<file path="src/rtl/uart_tx.sv">
// 8N1 UART transmitter that pulls bytes from a FIFO read port with one-cycle read latency.
// Each frame walks IDLE -> REQ -> WAIT -> START -> DATA x8 -> STOP.
module uart_tx #(
  parameter int CLKS_PER_BIT = 868,
  parameter int WIDTH        = 8
) (
  input  logic             i_clk,
  input  logic             i_rst,
  input  logic             i_en,
  output logic             o_fifo_rd_en,
  input  logic [WIDTH-1:0] i_fifo_rd_data,
  input  logic             i_fifo_rd_valid,
  input  logic             i_fifo_empty,
  output logic             o_tx,
  output logic             o_busy,
  output logic             o_done
);

  localparam int CNT_W = (CLKS_PER_BIT > 2) ? $clog2(CLKS_PER_BIT) : 1;
  localparam logic [CNT_W-1:0] CNT_MAX = CNT_W'(CLKS_PER_BIT - 1);

  typedef enum logic [2:0] {
    S_IDLE,
    S_REQ,
    S_WAIT,
    S_START,
    S_DATA,
    S_STOP
  } state_e;

  state_e           state_q, state_d;
  logic [CNT_W-1:0] cnt_q, cnt_d;
  logic [2:0]       bit_q, bit_d;
  logic [7:0]       sh_q, sh_d;
  logic             tx_q, tx_d;
  logic             done_q, done_d;
  logic             bit_end;

  assign bit_end = (cnt_q == '0);

  always_comb begin
    state_d = state_q;
    cnt_d   = cnt_q;
    bit_d   = bit_q;
    sh_d    = sh_q;
    done_d  = 1'b0;
    tx_d    = 1'b1;

    case (state_q)
      S_IDLE: begin
        if (i_en && !i_fifo_empty) state_d = S_REQ;
      end
      S_REQ: begin
        state_d = S_WAIT;
      end
      S_WAIT: begin
        // A read that returns nothing drops back to IDLE without touching the line.
        if (i_fifo_rd_valid) begin
          sh_d    = i_fifo_rd_data[7:0];
          cnt_d   = CNT_MAX;
          state_d = S_START;
        end else begin
          state_d = S_IDLE;
        end
      end
      S_START: begin
        if (bit_end) begin
          cnt_d   = CNT_MAX;
          bit_d   = 3'd0;
          state_d = S_DATA;
        end else begin
          cnt_d = cnt_q - CNT_W'(1);
        end
      end
      S_DATA: begin
        if (bit_end) begin
          cnt_d = CNT_MAX;
          if (bit_q == 3'd7) begin
            state_d = S_STOP;
          end else begin
            bit_d = bit_q + 3'd1;
            sh_d  = sh_q >> 1;
          end
        end else begin
          cnt_d = cnt_q - CNT_W'(1);
        end
      end
      S_STOP: begin
        if (bit_end) begin
          done_d  = 1'b1;
          state_d = S_IDLE;
        end else begin
          cnt_d = cnt_q - CNT_W'(1);
        end
      end
      default: begin
        state_d = S_IDLE;
      end
    endcase

    // Line value follows the next state so it switches on the same edge as the FSM.
    case (state_d)
      S_START: tx_d = 1'b0;
      S_DATA:  tx_d = sh_d[0];
      default: tx_d = 1'b1;
    endcase
  end

  always_ff @(posedge i_clk) begin
    if (i_rst) begin
      state_q <= S_IDLE;
      cnt_q   <= '0;
      bit_q   <= 3'd0;
      sh_q    <= 8'd0;
      tx_q    <= 1'b1;
      done_q  <= 1'b0;
    end else begin
      state_q <= state_d;
      cnt_q   <= cnt_d;
      bit_q   <= bit_d;
      sh_q    <= sh_d;
      tx_q    <= tx_d;
      done_q  <= done_d;
    end
  end

  assign o_fifo_rd_en = (state_q == S_REQ);
  assign o_busy       = (state_q != S_IDLE);
  assign o_tx         = tx_q;
  assign o_done       = done_q;

endmodule

</file>
<file path="config.mk">
export PLATFORM = sky130hd
export DESIGN_NAME = uart_tx
export DESIGN_NICKNAME = d
export VERILOG_FILES = /design/src/rtl/uart_tx.sv
export SDC_FILE = /design/constraint.sdc
export NUM_CORES = 1
export LEC_CHECK = 0
export ABC_AREA = 1
export CAP_MARGIN = 20
export CORE_ASPECT_RATIO = 0.6
export CORE_UTILIZATION = 32
export DETAILED_ROUTE_END_ITERATION = 10
export DONT_BUFFER_PORTS = 1
export GPL_TIMING_DRIVEN = 1
export PLACE_DENSITY_LB_ADDON = 0.05
export RECOVER_POWER = 25
export SYNTH_ARGS = -nofsm -noshare
export SYNTH_HDL_FRONTEND = slang
export SYNTH_SLANG_ARGS = --single-unit
</file>
<file path="constraint.sdc">
create_clock -name i_clk -period 1.55 [get_ports i_clk]
set_input_delay 0.155 -clock i_clk [delete_from_list [all_inputs] [get_ports i_clk]]
set_output_delay 0.155 -clock i_clk [all_outputs]
set_load 0.03 [all_outputs]
</file>
==> results.tsv, run 1 <==
metric	value	unit
run_status	finished with violations	
violations	hold timing	
drt_iter0_markers	68	
fp.dieH	54.6	um
wire_per_inst	12.6	um
synthesis.area	1470	um2
vias_in_the_first_global_route	1300	
share_of_final_layout_standard_cells_stronger_than_drive_strength_1	0.323	
clk_root_buffer_cell	sky130_fd_sc_hd__clkbuf_8	
synth.yosys.seq_area_share	0.353	
synthesis.area_per_instance	6.86	um2
clock_path_buffers	2	
tritoncts_clock_tree	built	
met3_demand_to_capacity_share_in_global_routing	0.0392	
rsz0062_at_grt	true	
critical_path.slowest_cell	sky130_fd_sc_hd__dfxtp_1	
required_time_of_the_critical_path	1.71	ns
synth.net_count	233	
cpPeakStageDelay	0.35	ns
synth_edf_count	0	
min-delay-path-class	primary input to register	
cts_num_sinks	26	
synth_warnings	0	
worst-slew-pin-transition	0.347	ns
ys_async_sr_fraction	0	
initial_core_util	0.346	
most_crowded_layer_after_global_routing	met1	
timing.critical_path.max_delay_family	simple AND/OR/NAND/NOR gates	
layout.cells.most_common_list	sky130_fd_sc_hd__nand2_1, sky130_fd_sc_hd__buf_4, sky130_fd_sc_hd__inv_1, sky130_fd_sc_hd__dfxtp_1, sky130_fd_sc_hd__nor2_1	
timing.final.crit_share	0.980	
mostFrequentLayoutCell	sky130_fd_sc_hd__nand2_1	
dieArea	4890	um2
finalWorstSetupSlack	0.0309	ns
top_level_ports	17	
cts_inserted_buffers	3	
final.hold.worst_slack	-0.0689	ns
initial_antenna_violation_count	0	
worst_clock_skew	0.0106	ns
grt_met1_usage	0.269	
data_arrival_time_of_the_critical_path	1.68	ns
wirelength	3960	um
report.final.setup_viol	0	
gp_congestion	0.807	
peakVddDrop	0.332	mV
critical_path.max_fanout	6	
synth-seq-cells	26	
place_worst_setup_slack	-0.157	ns
ant_nets	0	
route.detailed.vias_per_inst	4.66	
num_rows	18	
start_kind	register	
core_area	4260	um2
worst-setup-path-type	register to register	
clkSlewWorstSetupHoldPaths	0.09	ns
drt_drc_violations_left	0	
met2_usage	0.236	
top_reg_cell_synth	sky130_fd_sc_hd__dfxtp_1	
grt_first_pass_wirelength	6220	um
remaining_max_slew_budget_at_the_tightest_pin	0.767	
drv.max_cap_violation_count	0	
cell_chain_critical_path	buf_4 -> nor3_2 -> buf_4 -> nand2_4 -> nand2_8 -> inv_4 -> o21ai_1 -> a21oi_2	
synthToLayoutAreaGrowth	35.1	%
hpwl	3020	um
timing.fmax	658	MHz
antenna_diode_instance_count	0	
vias	1463	
grt_max_degree	20	
drt_pass1_iterations	4	
grt.overflow.total	0	
finalNetCount	274	
number_of_buffers_and_inverters_on_the_critical_path	3	
global_route_usage_sum	0.173	
slew_violations	0	
power.leakage	0.932	nW
finalHoldViolCount	17	
syn-instance-count	215	
die_width	89.6	um
port_buffers	0	
fin_crit	1.52	ns
timing.critical_path.mode_cell	sky130_fd_sc_hd__buf_4	
power_per_cell_area	861	nW/um2
worstSetupEndpointType	register	
unique_masters_post_synth	28	
clkLatencyLatePin	0.27	ns
clock_tree.htree_level_count	1	
cells in the mapped netlist, types with 2 or more instances:
cell	instances	area share
sky130_fd_sc_hd__nand2_1	52	0.13
sky130_fd_sc_hd__inv_1	30	0.076
sky130_fd_sc_hd__nor2_1	28	0.071
sky130_fd_sc_hd__dfxtp_1	26	0.35
sky130_fd_sc_hd__nand3_1	17	0.058
sky130_fd_sc_hd__a21oi_1	9	0.031
sky130_fd_sc_hd__a31oi_1	5	0.021
sky130_fd_sc_hd__ha_1	5	0.042
sky130_fd_sc_hd__nand2_2	5	0.021
sky130_fd_sc_hd__nand4_1	5	0.021
sky130_fd_sc_hd__nand3_2	4	0.027
sky130_fd_sc_hd__xor2_1	4	0.024
sky130_fd_sc_hd__a22oi_1	3	0.015
sky130_fd_sc_hd__o21ai_0	3	0.010
sky130_fd_sc_hd__a211oi_1	2	0.010
sky130_fd_sc_hd__nand2_4	2	0.015
sky130_fd_sc_hd__nand3b_1	2	0.010
sky130_fd_sc_hd__nor2_2	2	0.0085
sky130_fd_sc_hd__o21ai_1	2	0.0068
registers in the layout, indices dropped and copies added (netlist names):
name,flops
bit_q,3
cnt_q,10
o_done,1
o_tx,1
sh_q,8
state_q,3
stage by stage:
step | TNS [ns] | power, mW | util | instance area, um2 | std cells
after CTS | 0 | 1.67 | 0.440 | 1870 | 310
after detailed placement | -1.55 | 1.22 | 0.418 | 1780 | 304
after global placement | -0.795 | 1.22 | 0.418 | 1780 | 304
after floorplan | 0 | 1.05 | - | 1470 | 215
after global routing | -0.740 | 1.83 | 0.468 | 1990 | 314
final | 0 | 1.71 | 0.468 | 1990 | 314
worst paths after layout:
check / cells after the start / to / startpoint / slack, ns
worst max-delay path: 8 / cnt_q[1] / state_q[1] / 0.03
worst min-delay path: 1 / cnt_q[1] / i_rst / -0.07
worst max register to register: 8 / cnt_q[1] / state_q[1] / 0.03
worst min register to register: 2 / sh_q[5] / sh_q[5] / 0.46
cell type report:
class | count | area (um2)
Inverter | 32 | 128
Clock buffer | 3 | 41.3
Tap cell | 60 | 75.1
Multi-Input combinational cell | 154 | 912
Timing Repair inverter | 1 | 6.26
Timing Repair Buffer | 38 | 307
Fill cell | 440 | 2270
Sequential cell | 26 | 522
power breakdown:
group	switching [mW]	leakage, nW	internal (mW)
clock	0.207	0.0216	0.174
combinational	0.332	0.700	0.269
sequential	0.0296	0.211	0.701
cells by family after synthesis:
family	Yosys count	synth area share
adders and majority gates	5	0.0424
and+or+nand+nor	121	0.388
buffers and inverters	35	0.0985
AOI/OAI and AO/OA	24	0.0942
xor gates and xnor gates	4	0.0238
DFF	26	0.353
repair_timing:
item                                    4_1_cts  5_1_grt
gates resized for setup                      11       27
endpoints found under the setup margin       17       20
endpoints found under the hold margin        17       17
pin swaps                                     2       14
buffers inserted                              3        3
gates cloned                                  0        1
per-layer routing:
layer	part of all wire	wire length (um)
met5	0	0
met4	0.0063	25
met3	0.052	205
met2	0.38	1510
met1	0.56	2220
No activity file was read; power rests on OpenSTA's default activity.
==> run 2, diff against run 1 <==
--- a/config.mk
+++ b/config.mk
@@ -10,3 +10,3 @@
 export CORE_ASPECT_RATIO = 0.6
-export CORE_UTILIZATION = 32
+export CORE_UTILIZATION = 55
 export DETAILED_ROUTE_END_ITERATION = 10
==> constraint.sdc (replaced) <==
create_clock -name i_clk -period 1.55 [get_ports i_clk]
set_input_delay 0.2325 -clock i_clk [delete_from_list [all_inputs] [get_ports i_clk]]
set_output_delay 0.2325 -clock i_clk [all_outputs]
set_load 0.03 [all_outputs]
==> run 2 against run 1 <==
The flow finishes with violations (setup timing). Fmax shrank 2.7%. Clock power grew 48%. First-iteration DRC count grew to 2.6 times the previous value. Global-route usage grew 10 points. Critical endpoint is now cnt_q[6]. Highest routed layer unchanged.
==> results.tsv, run 2 (synthesized netlist as in run 1, its figures left out) <==
metric	value	unit
slew_violations	0	
remaining_max_slew_budget_at_the_tightest_pin	0.699	
wire_per_inst	15.0	um
violations	setup timing	
largest_register	cnt_q	
timing.fmax	640	MHz
cpPeakStageDelay	0.34	ns
mostFrequentLayoutCell	sky130_fd_sc_hd__nand2_1	
timing.final.crit_share	1.01	
fp.dieH	42.1	um
critPathCapture	cnt_q[6]	
initial_core_util	0.584	
regToRegSetupSlack	-0.01	ns
min-delay-path-class	primary input to register	
start_kind	register	
die_width	68.8	um
place_inst	260	
dpl-instance-area	1620	um2
finalHoldViolCount	0	
finalNetCount	262	
synthToLayoutAreaGrowth	31.3	%
drt_iter0_markers	179	
wirelength	4130	um
required_time_of_the_critical_path	1.76	ns
finalWorstSetupSlack	-0.0113	ns
cts_inserted_buffers	3	
worst_clock_skew	0.00357	ns
worstReg2RegStart	cnt_q[0]	
share_of_final_layout_standard_cells_stronger_than_drive_strength_1	0.337	
vias	1559	
power.leakage	0.902	nW
largest_registers	cnt_q (10), sh_q (8)	
peakVddDrop	0.642	mV
worst-setup-path-type	register to register	
clock_tree.htree_level_count	1	
dieArea	2900	um2
antenna_diode_instance_count	0	
power_per_cell_area	996	nW/um2
timing.critical_path.mode_cell	sky130_fd_sc_hd__nand2_1	
largest_register_ff_count	10	
timing.rr.end	cnt_q[6]	
critical_path.max_fanout	4	
drt_pass1_iterations	4	
port_buffers	0	
layout.cells.most_common_list	sky130_fd_sc_hd__nand2_1, sky130_fd_sc_hd__inv_1, sky130_fd_sc_hd__buf_4, sky130_fd_sc_hd__nor2_1, sky130_fd_sc_hd__dfxtp_1	
hpwl	2600	um
tritoncts_clock_tree	built	
fill_cells	178	
core_area	2520	um2
worst-slew-pin-transition	0.449	ns
drt_drc_violations_left	0	
gp_congestion	0.896	
clock_path_buffers	2	
report.final.setup_viol	1	
instances_no_fill	275	
route.detailed.vias_per_inst	5.67	
fin_crit	1.56	ns
vias_in_the_first_global_route	1306	
design_area	1940	um2
critical_path.slowest_cell	sky130_fd_sc_hd__dfxtp_2	
drv.max_cap_violation_count	0	
data_arrival_time_of_the_critical_path	1.77	ns
initial_antenna_violation_count	0	
top_level_ports	17	
grt_first_pass_wirelength	5800	um
num_rows	14	
clkSlewWorstSetupHoldPaths	0.09	ns
global_route_usage_sum	0.275	
cell_chain_critical_path	inv_2 -> buf_4 -> ha_1 -> nand3_1 -> nand2_1 -> nand2_1 -> nand2_1 -> nand2_1 -> nand3_1 -> nand2_1 -> a21oi_1	
clk_root_buffer_cell	sky130_fd_sc_hd__clkbuf_8	
ant_nets	0	
clkLatencyLatePin	0.27	ns
cts_num_sinks	26	
grt.overflow.total	0	
run_status	finished with violations	
grt_max_degree	20	
worstSetupEndpointType	register	
rsz0062_at_grt	true	
worstSetupStartpoint	cnt_q[0]	
worst-r2r-cell-count	11	
-- run 2: final cells by class --
cell class / count / area [um2] / share of cell area
clock inverters: 1 / 30.0 / 0.0155
clock buffers: 3 / 41.3 / 0.0213
inverters: 32 / 128 / 0.0659
multi-input cells: 154 / 942 / 0.487
repair buffers: 27 / 220 / 0.114
flip-flops and latches: 26 / 534 / 0.276
well taps: 32 / 40.0 / 0.0207
-- run 2: how the worst min path moves through the flow --
| stage | slack [ns] | end | from | cells past startpoint |
|---|---|---|---|---|
| global placement | 0.30 | sh_q[4] | i_rst | 1 |
| global route | 0.003 | sh_q[5] | i_rst | 1 |
| floorplan | 0.39 | sh_q[7] | i_fifo_rd_data[7] | 2 |
| finish | 0.01 | state_q[0] | i_rst | 1 |
| detailed placement | 0.31 | sh_q[4] | i_rst | 1 |
| CTS | 0.006 | cnt_q[1] | i_rst | 1 |
-- run 2: through the flow --
stage	setup slack (ns)	power, mW	hold slack, ns	utilization	TNS [ns]
CTS	0.00315	1.79	0.00578	0.691	0
floorplan	0.0561	1.05	0.393	-	0
finish	-0.0113	1.93	0.0130	0.767	-0.0113
detailed placement	-0.149	1.17	0.307	0.644	-0.833
global route	-0.139	2.00	0.00326	0.767	-0.986
global placement	-0.0746	1.16	0.304	0.644	-0.304
-- run 2: repair_timing --
item | CTS | global route
gates cloned | 0 | 0
pin swaps | 4 | 18
setup endpoints to repair | 18 | 20
hold buffers | 0 | 2
setup buffers | 2 | 7
resized for setup | 12 | 39
hold endpoints to repair | 0 | 3
-- run 2: routing by layer --
| layer | up-vias | wire length [um] | global-route usage |
|---|---|---|---|
| met1 | 711 | 1740 | 0.393 |
| met4 | 0 | 178 | 0.0612 |
| li1 | 744 | - | - |
| met2 | 82 | 1840 | 0.414 |
| met3 | 22 | 383 | 0.0734 |
| met5 | - | 0 | 0 |
-- run 2: power breakdown --
part	leakage, nW	internal (mW)	switching (mW)	total (mW)
Combinational	0.651	0.250	0.375	0.626
Sequential	0.215	0.702	0.0352	0.737
Clock	0.0357	0.346	0.220	0.566
-- run 2: worst max-delay path, delay by kind of cell (launching register included) --
family	cells	cell delay (ns)
AND/OR/NAND/NOR	7	0.62
AO/OA/AOI/OAI	1	0.11
adder cells (fa/ha/maj)	1	0.26
flip-flops	1	0.34
buffers and inverters	2	0.17
